[src/rtl/int_to_fp_if.sv]
// int_to_fp_if -- request/result bundle for the integer-to-binary32 converter.
//
// Handshake: in_valid qualifies a for exactly the cycle it is high. There is
// no ready; the converter accepts one operand every cycle. out_valid is a
// one-cycle pulse that qualifies q. q keeps its value while out_valid is low.
//
// Signals
//   in_valid  master->slave  1   a is a conversion request this cycle
//   a         master->slave  32  integer operand
//   out_valid slave->master  1   q holds a new result this cycle
//   q         slave->master  32  binary32 result
interface int_to_fp_if;
  logic        in_valid;
  logic [31:0] a;
  logic        out_valid;
  logic [31:0] q;

  modport master (output in_valid, output a, input out_valid, input q);
  modport slave  (input in_valid, input a, output out_valid, output q);
endinterface

[src/rtl/int_to_fp.sv]
// int_to_fp -- pipelined 32-bit integer to IEEE-754 binary32 converter.
//
// Fixed latency of 3 cycles and one result per cycle. The pipeline never
// stalls. The operand is signed int32 when SIGNED=1 and uint32 when SIGNED=0.
// Rounding is to nearest, ties to even, or toward zero when TRUNCATE=1.
//
// Ports
//   clk     in   clock; all state changes on the rising edge
//   areset  in   synchronous active-high reset. It clears all valid flags
//                and q. Requests that are in flight are dropped.
//   bus     slave modport of int_to_fp_if (in_valid, a, out_valid, q)
//
// Pipeline
//   s1: sign, magnitude and zero flag
//   s2: leading-zero count of the magnitude
//   s3: normalised magnitude (bit 31 set unless zero)
//   out: rounding and packing into q
module int_to_fp #(
  parameter bit SIGNED   = 1'b1,
  parameter bit TRUNCATE = 1'b0
) (
  input  logic        clk,
  input  logic        areset,
  int_to_fp_if.slave  bus
);

  // Valid chain
  logic s1_valid, s2_valid, s3_valid, out_valid_r;

  // Stage 1 registers
  logic        s1_sign, s1_zero;
  logic [31:0] s1_mag;

  // Stage 2 registers
  logic        s2_sign, s2_zero;
  logic [31:0] s2_mag;
  logic [4:0]  s2_lz;

  // Stage 3 registers
  logic        s3_sign, s3_zero;
  logic [31:0] s3_norm;
  logic [4:0]  s3_lz;

  logic [31:0] q_r;

  // Stage 1 combinational
  logic        a_sign;
  logic [31:0] a_mag;

  always_comb begin
    a_sign = SIGNED && bus.a[31];
    // Two's-complement negate. 0x80000000 maps onto itself, which is the
    // correct unsigned magnitude 2^31.
    a_mag  = a_sign ? (~bus.a + 32'd1) : bus.a;
  end

  // Stage 2 combinational: leading-zero count. Scanning upward lets the
  // highest set bit win. A zero magnitude yields 31, and the zero flag
  // discards that value downstream.
  logic [4:0] lz_cnt;

  always_comb begin
    lz_cnt = 5'd31;
    for (int i = 0; i < 32; i++) begin
      if (s1_mag[i]) lz_cnt = 5'(31 - i);
    end
  end

  // Output stage combinational: round and pack
  logic [22:0] frac;
  logic        guard, sticky, round_up, carry;
  logic [22:0] frac_rnd;
  logic [7:0]  exp_rnd;
  logic [31:0] result;

  always_comb begin
    frac     = s3_norm[30:8];
    guard    = s3_norm[7];
    sticky   = |s3_norm[6:0];
    // Ties go to even: a pure tie rounds up only when the kept LSB is odd.
    round_up = !TRUNCATE && guard && (sticky || s3_norm[8]);
    {carry, frac_rnd} = {1'b0, frac} + {23'd0, round_up};
    // The exponent bias is 127 and the leading one sits at bit 31.
    // A carry out of the fraction leaves frac_rnd at zero and bumps the
    // exponent. The largest value reachable is 2^32, so no overflow occurs.
    exp_rnd  = 8'd158 - {3'd0, s3_lz} + {7'd0, carry};
    result   = s3_zero ? 32'h0000_0000 : {s3_sign, exp_rnd, frac_rnd};
  end

  // Valid chain: this is the only part of the pipeline that reset touches.
  always_ff @(posedge clk) begin
    if (areset) begin
      s1_valid    <= 1'b0;
      s2_valid    <= 1'b0;
      s3_valid    <= 1'b0;
      out_valid_r <= 1'b0;
    end else begin
      s1_valid    <= bus.in_valid;
      s2_valid    <= s1_valid;
      s3_valid    <= s2_valid;
      out_valid_r <= s3_valid;
    end
  end

  // Data stages load only when their input is valid. Their contents do not
  // matter otherwise, so they have no reset.
  always_ff @(posedge clk) begin
    if (bus.in_valid) begin
      s1_sign <= a_sign;
      s1_mag  <= a_mag;
      s1_zero <= (bus.a == 32'd0);
    end
    if (s1_valid) begin
      s2_sign <= s1_sign;
      s2_zero <= s1_zero;
      s2_mag  <= s1_mag;
      s2_lz   <= lz_cnt;
    end
    if (s2_valid) begin
      s3_sign <= s2_sign;
      s3_zero <= s2_zero;
      s3_norm <= s2_mag << s2_lz;
      s3_lz   <= s2_lz;
    end
  end

  // q holds its last value between results.
  always_ff @(posedge clk) begin
    if (areset) begin
      q_r <= 32'h0000_0000;
    end else if (s3_valid) begin
      q_r <= result;
    end
  end

  assign bus.out_valid = out_valid_r;
  assign bus.q         = q_r;

endmodule

[src/flat_wrapper.sv]
// flat-port wrapper written by rule: the top's interface ports become plain ports
module int_to_fp_flat 
#(
  parameter bit SIGNED   = 1'b1,
  parameter bit TRUNCATE = 1'b0
)
  (clk, areset, bus_in_valid, bus_a, bus_out_valid, bus_q);
  int_to_fp_if bus_i ();
  input  logic clk;
  input  logic areset;
  input wire logic [$bits(bus_i.in_valid)-1:0] bus_in_valid;
  input wire logic [$bits(bus_i.a)-1:0] bus_a;
  output wire logic [$bits(bus_i.out_valid)-1:0] bus_out_valid;
  output wire logic [$bits(bus_i.q)-1:0] bus_q;
  assign bus_i.in_valid = bus_in_valid;
  assign bus_i.a = bus_a;
  assign bus_out_valid = bus_i.out_valid;
  assign bus_q = bus_i.q;
  int_to_fp #(.SIGNED(SIGNED), .TRUNCATE(TRUNCATE)) u_core (.clk(clk), .areset(areset), .bus(bus_i));
endmodule
[config.mk]
export PLATFORM = sky130hd
export DESIGN_NAME = int_to_fp_flat
export DESIGN_NICKNAME = d
export VERILOG_FILES = /design/src/rtl/int_to_fp_if.sv /design/src/rtl/int_to_fp.sv /design/src/flat_wrapper.sv
export SDC_FILE = /design/constraint.sdc
export NUM_CORES = 1
export LEC_CHECK = 0
export CAP_MARGIN = 30
export CORE_ASPECT_RATIO = 1.2
export CORE_MARGIN = 8
export CORE_UTILIZATION = 40
export CTS_CLUSTER_DIAMETER = 100
export DETAILED_ROUTE_END_ITERATION = 6
export DONT_BUFFER_PORTS = 1
export GPL_ROUTABILITY_DRIVEN = 1
export GPL_TIMING_DRIVEN = 0
export HOLD_SLACK_MARGIN = 0.15
export PLACE_DENSITY_LB_ADDON = 0.3
export RECOVER_POWER = 50
export SYNTH_ARGS = -nofsm -noshare
export SYNTH_HDL_FRONTEND = slang
export SYNTH_SLANG_ARGS = --single-unit
export TNS_END_PERCENT = 30
[constraint.sdc]
create_clock -name clk -period 5 [get_ports clk]
set_input_delay 1.5 -clock clk [delete_from_list [all_inputs] [get_ports clk]]
set_output_delay 1.5 -clock clk [all_outputs]
set_load 0.05 [all_outputs]
# --- Word-level counts from Yosys, hierarchy flattened ---
# Index checks and enable logic that the tools add are counted.
# W data, S select, Z words.
op_classes:
  add_sub_neg: 4
  shift: 1
  muxes: 32
  bitwise_logic: 1
  reduce_logical: 8
ops:
  columns: ["cell", "count"]
  rows:
  - ["$mux W4", 16]
  - ["$add A32 B1 Y32 const B", 1]
  - ["$logic_not A32 Y1", 1]
  - ["$mux W32", 1]
  - ["$not A32 Y32", 1]
  - ["$shl A32 B5 Y31", 1]
  - ["$mux W31", 1]
  - ["$add A23 B1 Y24", 1]
  - ["$mux W3", 8]
  - ["$reduce_or A16 Y1", 1]
  - ["$add A8 B1 Y8", 1]
  - ["$mux W2", 4]
  - ["$reduce_or A8 Y1", 1]
  - ["$sub A8 B5 Y8 const A", 1]
  - ["$reduce_or A7 Y1", 1]
  - ["$reduce_or A4 Y1", 1]
  - ["$mux W1", 2]
  - ["$reduce_or A2 Y1", 1]
  - ["$logic_and A1 B1 Y1", 1]
  - ["$logic_or A1 B1 Y1", 1]
totals:
  register_bits: 147
  input_bits: 35
  out_inout_bits: 33

# --- Logic depth before layout (Yosys ltp) ---
# Gate-level depths: netlist of the first run.
depth:
  depth_word: 30
  mapped_depth: 10

# --- Worst setup path after synthesis of the first run ---
# No wires, ideal clock.
synth_path:
  kind: "input port to flip-flop"
  start: "input port bus_a[9]"
  end: "register u_core.s1_mag[16] (data pin)"
  arrival_ns: 3.113
  slack_ns: 1.625
  cell_stages: 5
  path_cell_list: "or4_4 -> or2_1 -> or4_4 -> o31ai_1 -> xnor2_1"
synth_between:
  elab_chain_cells: 3
synth_rtl:
  columns: ["item", "line_no", "rtl"]
  rows:
  - ["from (decl)", "flat_wrapper.sv:12", "input wire logic [$bits(bus_i.a)-1:0] bus_a;"]
  - ["$not A32 Y32", "int_to_fp.sv:54", "a_mag = a_sign ? (~bus.a + 32'd1) : bus.a;"]
  - ["$add A32 B1 Y32", "int_to_fp.sv:54", null]
  - ["$mux W31", "int_to_fp.sv:54", null]
  - ["named net u_core.a_mag[16]", "int_to_fp.sv:48", "logic [31:0] a_mag;"]
  - ["to (signal assigned)", "int_to_fp.sv:110", "s1_mag <= a_mag;"]
  - ["to (decl)", "int_to_fp.sv:32", "logic [31:0] s1_mag;"]
# The timed path passes the listed nets, and every way through them passes these cells.
# A chain may end at the register's enable or synchronous reset.

# --- Worst setup path in the final report of the first run ---
layout_path:
  start: "input port bus_a[9]"
  end: "register u_core.s1_zero (data pin)"
layout_between:
  elab_chain_cells: 1
layout_rtl:
  columns: ["item", "line_no", "rtl"]
  rows:
  - ["$logic_not A32 Y1", "int_to_fp.sv:111", "s1_zero <= (bus.a == 32'd0);"]
  - ["to (signal assigned)", "int_to_fp.sv:111", null]
  - ["to (decl)", "int_to_fp.sv:31", "logic s1_sign, s1_zero;"]
# No other way between the ends.

==> results.md, run 1 <==
- Outcome: complete, but fails checks
- Failing checks: capacitance limit, slew limit
- Cells traversed along the worst timing path: or4_4 > nor4_2 > nand4_1 > nor4_1
- Multi-input gate area: 0.00347 mm^2
- Post-synthesis adder-cell area fraction: 0.00651
- DR pass1 iterations: 4
- Routed wire length: 17.6 mm
- Share of layout cells above drive strength 1: 0.124
- Post-Synth XOR/XNOR Area: 0.0604
- Power Dens Cells: 358 mW/mm^2
- Seq/Total Area, Yosys: 0.524
- Cts bufs inserted: 17
- TritonCTS clock tree: done
- Ys flop type: edfxtp_1
- Post-CTS Setup Bufs: 0
- DP HPWL: 14.2 mm
- Initial DRC Count: 278
- Leakage power: 2.85 nW
- Max Clk Rate: 0.305 GHz
- Critical path class: input pin to flop
- Async SR Flop Fraction: 0
- First-pass GRT wire length: 28.0 mm
- Reg area: 0.00402 mm^2
- Post-DR vias/cell: 5.56
- I/O pins: 68
- Synth Area in Simple Gates: 0.131
- Tcrit/Tclk final: 0.656
- DRC violations left: 0
- CP max FO: 4
- Total number of placement rows: 55
- Worst slew pin tran: 1.57 ns
- Largest net degree at the start of global routing: 40
- Vias in the first global route: 5353
- Post-CTS Resized: 0
- Die Footprint: 0.0239 mm^2
- Post-synth EDFFs: 110
- Rel. slew slack: -0.0507
- Antenna-violating nets left: 0
- Critical Path End Type: flop
- Die Y: 168 um
- Port bufs: 0
- Final Hold Fails: 0
- Via Count: 5229
- Htree depth: 4
- Yosys reg bits: 146
- Hold_buf cts: 0
- Nets: 711
- Mapped Cells: 652
- CP max-delay cell: nor4_1
- Commonest non-fill, non-tap cell in the layout: edfxtp_1
- Initial antenna violation count: 0
- Area grow syn2layout: 12.1%
- Most frequent cells in the layout: edfxtp_1 (110), nor2_1 (62), nand2_1 (51)
- Tot GR Track Use: 0.150
- Setup violators final: 0
- Syn_nets: 691
- CP bufs+invs: 0
- Unrepaired setup endpoints after global routing: false
- Final core occ: 0.457
- Die width: 143 um
- Max IR drop VDD: 0.237 mV
- Diode count: 0
- GPL Wtd Cong: 0.898
- HP Class: flop to flop
- Routed len/inst: 18.7 um
- Average size of a mapped cell: 11.8 um^2
- Synth Area in Compound Gates: 0.110
- Crit path DAT: 3.40 ns
- Crit path time final: 3.28 ns
- Multiplexer share of the synthesized area: 0.144
- Std-Cell Core Area: 0.0189 mm^2
- Grt ovf: 0
- Family with the most delay on the worst path: simple AND/OR/NAND/NOR gates
- Max-cap violations: 1
- Clock-pin transition on the worst setup and hold timing paths: 0.06 ns
- Setup TNS: 0 ns
- Main combinational cell family by area after synthesis: multiplexers
- Synth warnings: 0
- Initial core utilization: 0.408
- Post-synth cell types: 57
- Clock root buffer: clkbuf_16
- Clock Skew: 0.00978 ns
- Worst skew pair latency: 0.42 ns
- Worst EP required: 5.12 ns
- Worst path max stage delay: 0.64 ns
- Final Max Tran Viols: 40
- Mapped cell area: 0.00769 mm^2
- CP Launch Type: input pin
- Clock Sinks: 146
- Number of fill cells in the layout: 1781
- CTS max path bufs: 2
[power breakdown]
| part | internal [mW] | total (mW) | switching, mW |
|---|---|---|---|
| Sequential | 1.38 | 1.45 | 0.0701 |
| Clock | 0.789 | 1.29 | 0.497 |
| Combinational | 0.162 | 0.346 | 0.184 |
[area by class of cell]
class / count / share of cell area
buffer: 33 / 0.0155
clock buffer: 17 / 0.0494
clock inverter: 15 / 0.0212
inverter: 15 / 0.00653
multi-input combinational: 458 / 0.403
sequential: 146 / 0.467
tap: 256 / 0.0372
timing repair buffer: 1 / 0.000436
[worst paths after layout]
check,slack [ns],depth (start not counted),to,from
hold / removal,0.42,0,u_core.s2_mag[0],u_core.s1_mag[0]
setup / recovery,1.72,4,u_core.s1_zero,bus_a[9]
hold reg to reg,0.42,0,u_core.s2_mag[0],u_core.s1_mag[0]
setup reg to reg,2.09,7,u_core.s3_norm[30],u_core.s2_lz[0]
[metal layers]
layer	wire length, um	vias up	global-route usage
li1	-	2538	-
met1	6750	2522	0.156
met2	9440	145	0.279
met3	952	24	0.0399
met4	437	0	0.0574
met5	0	-	0
[cells in the mapped netlist, types with 6 or more instances]
library cell    n  share of area
a21oi_1        20          0.013
inv_1          14         0.0068
nor2_1         62          0.030
nand3_1        13         0.0085
dfxtp_1        36          0.094
o31ai_1        11          0.011
nor4_1          8         0.0065
mux2i_1        27          0.035
a22oi_1        11          0.011
xnor2_1        47          0.054
or3_1           7         0.0057
clkbuf_1       22          0.011
xor2_1          6         0.0068
mux4_2         35           0.10
nor3_1         15         0.0098
nor2b_1         8         0.0065
o21ai_0        42          0.027
a211oi_1        9         0.0088
buf_2           8         0.0052
nand2_1        51          0.025
edfxtp_1      110           0.43
[logic make-up after synthesis]
logic type	Yosys count
multiplexers	66
XOR/XNOR	53
buffers and inverters	48
adder cells (fa/ha/maj)	4
AND/OR/NAND/NOR	204
AO/OA/AOI/OAI	131
flip-flops	146
[state kept, by name, indices dropped and copies added (netlist names), 5 cells and up]
signal / cells
u_core.bus.q: 32
u_core.s1_mag: 32
u_core.s2_lz: 5
u_core.s2_mag: 31
u_core.s3_lz: 5
u_core.s3_norm: 31
[per-stage QoR]
step                      total power, mW  cells  setup slack [ns]  hold slack (ns)  cell area [um^2]
after global placement               1.82    908              1.28            0.412              8010
after detailed placement             1.83    909              1.22            0.405              8040
after CTS                            3.12    941              1.66            0.420              8640
final                                3.09    941              1.72            0.420              8620
after global routing                 3.20    941              1.69            0.431              8620
after floorplan                      1.72    652              1.63            0.400              7690
Note: power is estimated with default switching activity, not from simulation.
==> inputs of run 2 (changes only) <==
==> constraint.sdc (replaced) <==
create_clock -name clk -period 2.9 [get_ports clk]
set_input_delay 0.87 -clock clk [delete_from_list [all_inputs] [get_ports clk]]
set_output_delay 0.87 -clock clk [all_outputs]
set_load 0.05 [all_outputs]
==> run 2 against run 1 <==
  * Setup slack worse by 1.5 ns
  * Final area about the same
  * Final cell count unchanged
  * Flip-flop and latch count unchanged
  * Via count down 0.34%
  * Worst hold slack about the same
  * Critical path type is now flop to flop
  * Core utilization about the same
  * The flow still finishes with violations (capacitance limit, slew limit)
  * Non-clock buffer count unchanged
  * Power up 73%
  * Largest cell class unchanged
  * Largest power group unchanged
  * Clock skew about the same
  * Register-to-register slack worse by 1.9 ns
  * Die area unchanged
  * Critical endpoint is now u_core.s3_norm[30]
==> results.md, run 2 (synthesized netlist as in run 1, its figures left out) <==
- Outcome: complete, but fails checks
- Failing checks: capacitance limit, slew limit
- Die Y: 168 um
- Critical path class: flop to flop
- CP max FO: 10
- Area grow syn2layout: 12.2%
- Rel. slew slack: -0.0518
- Max Used Layer: met4
- Multi-input gate area: 0.00348 mm^2
- Antenna-violating nets left: 0
- Total number of placement rows: 55
- Nets: 711
- Min-delay src: u_core.s1_mag[0]
- Cts bufs inserted: 17
- Worst EP required: 3.06 ns
- Tcrit/Tclk final: 0.937
- CP bufs+invs: 3
- Leakage power: 2.85 nW
- Hold_buf cts: 0
- Initial core utilization: 0.408
- Reg area: 0.00402 mm^2
- Vias in the first global route: 5355
- Commonest non-fill, non-tap cell in the layout: edfxtp_1
- Routed wire length: 17.6 mm
- Post-Route M1 WL: 6.76 mm
- Routed len/inst: 18.7 um
- DP HPWL: 14.2 mm
- CP Launch Type: flop
- Start point of the critical path: u_core.s2_lz[0]
- Number of fill cells in the layout: 1780
- Family with the most delay on the worst path: buffers and inverters
- Most frequent cells in the layout: edfxtp_1 (110), nor2_1 (62), nand2_1 (51)
- HP Class: flop to flop
- Crit path DAT: 2.88 ns
- Max IR drop VDD: 0.407 mV
- Diode count: 0
- Post-CTS Setup Bufs: 0
- Final core occ: 0.457
- Via Count: 5211
- CTS max path bufs: 2
- Hold_ws: 0.420 ns
- Final Max Tran Viols: 40
- Clock Sinks: 146
- DR WL met3: 967 um
- Largest net degree at the start of global routing: 40
- First-pass GRT wire length: 28.0 mm
- Max Clk Rate: 0.368 GHz
- Worst slew pin tran: 1.58 ns
- Die width: 143 um
- Critical Path End Type: flop
- Clock-pin transition on the worst setup and hold timing paths: 0.06 ns
- Clock root buffer: clkbuf_16
- Worst skew pair latency: 0.42 ns
- Crit path time final: 2.72 ns
- Port bufs: 0
- DP Cell Count: 909
- GPL Wtd Cong: 0.898
- Initial DRC Count: 288
- TritonCTS clock tree: done
- Total Power: 5.33 mW
- Htree depth: 4
- Metal2 WL: 9.44 mm
- Cells traversed along the worst timing path: clkbuf_1 > buf_4 > buf_2 > o21ai_0 > mux2i_2 > mux2i_1 > a221o_1
- Setup violators final: 0
- Clock Skew: 0.00946 ns
- CP max-delay cell: mux2i_2
- Tot GR Track Use: 0.150
- Die Footprint: 0.0239 mm^2
- Max-cap violations: 1
- Unrepaired setup endpoints after global routing: false
- I/O pins: 68
- Worst r2r src: u_core.s2_lz[0]
- Final Hold Fails: 0
- DRC violations left: 0
- DR pass1 iterations: 4
- Worst path max stage delay: 0.40 ns
- Post-DR vias/cell: 5.54
- Non-filler instance count after layout: 941
- Std-Cell Core Area: 0.0189 mm^2
- Grt ovf: 0
- Initial antenna violation count: 0
- Share of layout cells above drive strength 1: 0.127
- Power Dens Cells: 618 mW/mm^2
## run 2: changes by cell type in the layout (fill, tap and decap cells not counted)
cell	before	now
mux2i_1	27	26
mux2i_2	0	1
buf_4	0	1
clkbuf_2	0	1
buf_1	3	2
buf_2	8	7
## run 2: final cells by class
class / instances / share of cell area
plain buffers: 33 / 0.0160
clock buffers: 17 / 0.0493
clock inverters: 15 / 0.0212
inverters: 15 / 0.00653
multi-input cells: 458 / 0.403
flip-flops and latches: 146 / 0.466
well taps: 256 / 0.0371
repair buffers: 1 / 0.000435
## run 2: worst paths after layout
check | end | slack [ns] | cells past startpoint
worst min register to register | u_core.s2_mag[0] | 0.42 | 0
worst min-delay path | u_core.s2_mag[0] | 0.42 | 0
worst max register to register | u_core.s3_norm[30] | 0.18 | 7
worst max-delay path | u_core.s3_norm[30] | 0.18 | 7
## run 2: per-stage QoR
stage          setup slack (ns)  cell area, um^2  setup TNS [ns]
3_3_place_gp             -0.190             8010          -0.255
5_1_grt                  0.0502             8630               0
2_1_floorplan             0.155             7690               0
3_5_place_dp             -0.247             8040          -0.323
4_1_cts                  0.0634             8650               0
6_report                  0.183             8630               0
## run 2: report_power, final
group          switching (mW)  total [mW]  leakage [nW]  internal [mW]
Clock                   0.857        2.22         0.293           1.36
Sequential              0.121        2.51          1.38           2.39
Combinational           0.319       0.601          1.18          0.282
Total                    1.30        5.33          2.85           4.03
## run 2: metal layers
layer	GRT usage	vias up
met1	0.156	2509
li1	-	2537
met3	0.0399	24
met4	0.0574	0
met2	0.279	141
met5	0	-
## run 2: timing repair
item,4_1_cts,5_1_grt
setup endpoints to repair,1,3
gates resized for setup,2,1
pin swaps,0,0
==> inputs of run 3 (changes only) <==
--- a/config.mk
+++ b/config.mk
@@ -8,7 +8,7 @@
 export CAP_MARGIN = 30
 export CORE_ASPECT_RATIO = 1.2
 export CORE_MARGIN = 8
-export CORE_UTILIZATION = 40
+export CORE_UTILIZATION = 61
 export CTS_CLUSTER_DIAMETER = 100
 export DETAILED_ROUTE_END_ITERATION = 6
 export DONT_BUFFER_PORTS = 1
==> constraint.sdc (replaced) <==
create_clock -name clk -period 2.85 [get_ports clk]
set_input_delay 0.855 -clock clk [delete_from_list [all_inputs] [get_ports clk]]
set_output_delay 0.855 -clock clk [all_outputs]
set_load 0.05 [all_outputs]
==> run 3 against run 2 <==
  * The flow now finishes without violations
  * Critical path depth unchanged
  * Clock power about the same
  * Highest routed layer unchanged
  * Core utilization increased by 22 points
  * Global-route usage increased by 7.7 points
  * Clock skew increased by 0.0026 ns
  * Via count increased by 4.2%
  * Die area decreased by 31%
  * Power increased by 0.84%
  * Combinational power increased by 3.5%
  * Sequential share of layout area increased by 0.71 points
==> results.md, run 3 (synthesized netlist as in run 1, its figures left out) <==
- Outcome: finished clean
- Clock Skew: 0.0120 ns
- Most frequent cells in the layout: edfxtp_1 (110), nor2_1 (62), nand2_1 (51)
- Leakage power: 2.84 nW
- Cts bufs inserted: 17
- Final core occ: 0.680
- Clock Sinks: 146
- Setup TNS: 0 ns
- Area of placed instances: 0.00795 mm^2
- Tcrit/Tclk final: 0.935
- Htree depth: 4
- Int Pwr: 4.00 mW
- Power Dens Cells: 632 mW/mm^2
- Worst slack, placed: -0.150 ns
- Post-CTS Resized: 3
- Commonest non-fill, non-tap cell in the layout: edfxtp_1
- Initial antenna violation count: 0
- Max Clk Rate: 0.375 GHz
- Switching share of power: 0.255
- Max-cap violations: 0
- DR pass1 iterations: 6
- Area grow syn2layout: 10.5%
- Busiest layer in global routing: met2
- Die Y: 139 um
- Met3 usage: 0.0497
- Routed wire length: 18.4 mm
- Setup violators final: 0
- Total number of placement rows: 45
- Nets: 711
- Clock root buffer: clkbuf_16
- Clock-pin transition on the worst setup and hold timing paths: 0.06 ns
- Std-Cell Core Area: 0.0125 mm^2
- Global routing usage on met2: 0.433
- Initial core utilization: 0.615
- TritonCTS clock tree: done
- Hold_buf cts: 0
- DRC violations left: 0
- Gate power share: 0.116
- Critical Path End Type: flop
- CTS max path bufs: 2
- Hold_ws: 0.427 ns
- Part of the total power dissipated in the clock network: 0.409
- Rel. slew slack: 0.158
- Antenna-violating nets left: 0
- Via Count: 5431
- Unrepaired setup endpoints after global routing: false
- Max IR drop VDD: 0.396 mV
- Grt ovf: 0
- Port bufs: 0
- DP HPWL: 14.5 mm
- DP Cell Count: 818
- I/O pins: 68
- GPL Wtd Cong: 0.895
- Diode count: 0
- Worst slew pin tran: 1.26 ns
- Initial DRC Count: 513
- Vias in the first global route: 5602
- Crit path time final: 2.67 ns
- Total Power: 5.37 mW
- Final Hold Fails: 0
- PnR worst setup slack: 0.184 ns
- CP max FO: 10
- Global Route met1 Usage: 0.214
- Critical path class: flop to flop
- CP Launch Type: flop
- Post-CTS Setup Bufs: 0
- Share of layout cells above drive strength 1: 0.128
- Worst hold stages: 0
- Non-filler instance count after layout: 849
- Worst Reg-to-Reg Cells: 7
- Worst EP required: 2.98 ns
- Finished Cell Area: 0.00850 mm^2
- Final Max Tran Viols: 0
- Worst skew pair latency: 0.42 ns
- HP Class: flop to flop
- Die Footprint: 0.0165 mm^2
- R2r setup slk: 0.18 ns
- First-pass GRT wire length: 29.3 mm
- Routed len/inst: 21.7 um
- Tot GR Track Use: 0.226
- Post-DR vias/cell: 6.40
- Die width: 118 um
- Sequential power share: 0.476
- Largest net degree at the start of global routing: 36
- Switching power: 1.37 mW
- Crit path DAT: 2.79 ns
## run 3: layout make-up
cell class | instances | area (um^2)
plain buffers | 32 | 134
clock buffers | 21 | 504
clock inverters | 11 | 86.3
fillers | 880 | 4000
inverters | 15 | 56.3
multi-input cells | 458 | 3480
flip-flops and latches | 146 | 4020
well taps | 164 | 205
repair buffers | 2 | 7.51
## run 3: power groups by stage
stage	combinational, mW	sequential, mW	clock, mW
after global placement	0.601	2.59	0
after global routing	0.666	2.57	2.29
after floorplan	0.459	2.56	0
final	0.622	2.56	2.20
after detailed placement	0.623	2.59	0
after CTS	0.630	2.55	2.20
## run 3: critical path: stages, from the launching register on
cell,delay [ns]
edfxtp_1,0.39
buf_2,0.25
buf_2,0.31
clkbuf_1,0.46
mux4_2,0.40
mux2i_1,0.25
o22a_1,0.19
o21ai_0,0.11
## run 3: final timing paths
check,from,to
setup reg to reg,u_core.s2_lz[1],u_core.s3_norm[28]
setup / recovery,u_core.s2_lz[1],u_core.s3_norm[28]
hold / removal,u_core.s1_mag[0],u_core.s2_mag[0]
hold reg to reg,u_core.s1_mag[0],u_core.s2_mag[0]
## run 3: metal layers
metal,vias to the layer above,wire [um]
li1,2530,-
met1,2632,6310
met2,215,10300
met3,54,937
met4,0,920
met5,-,0
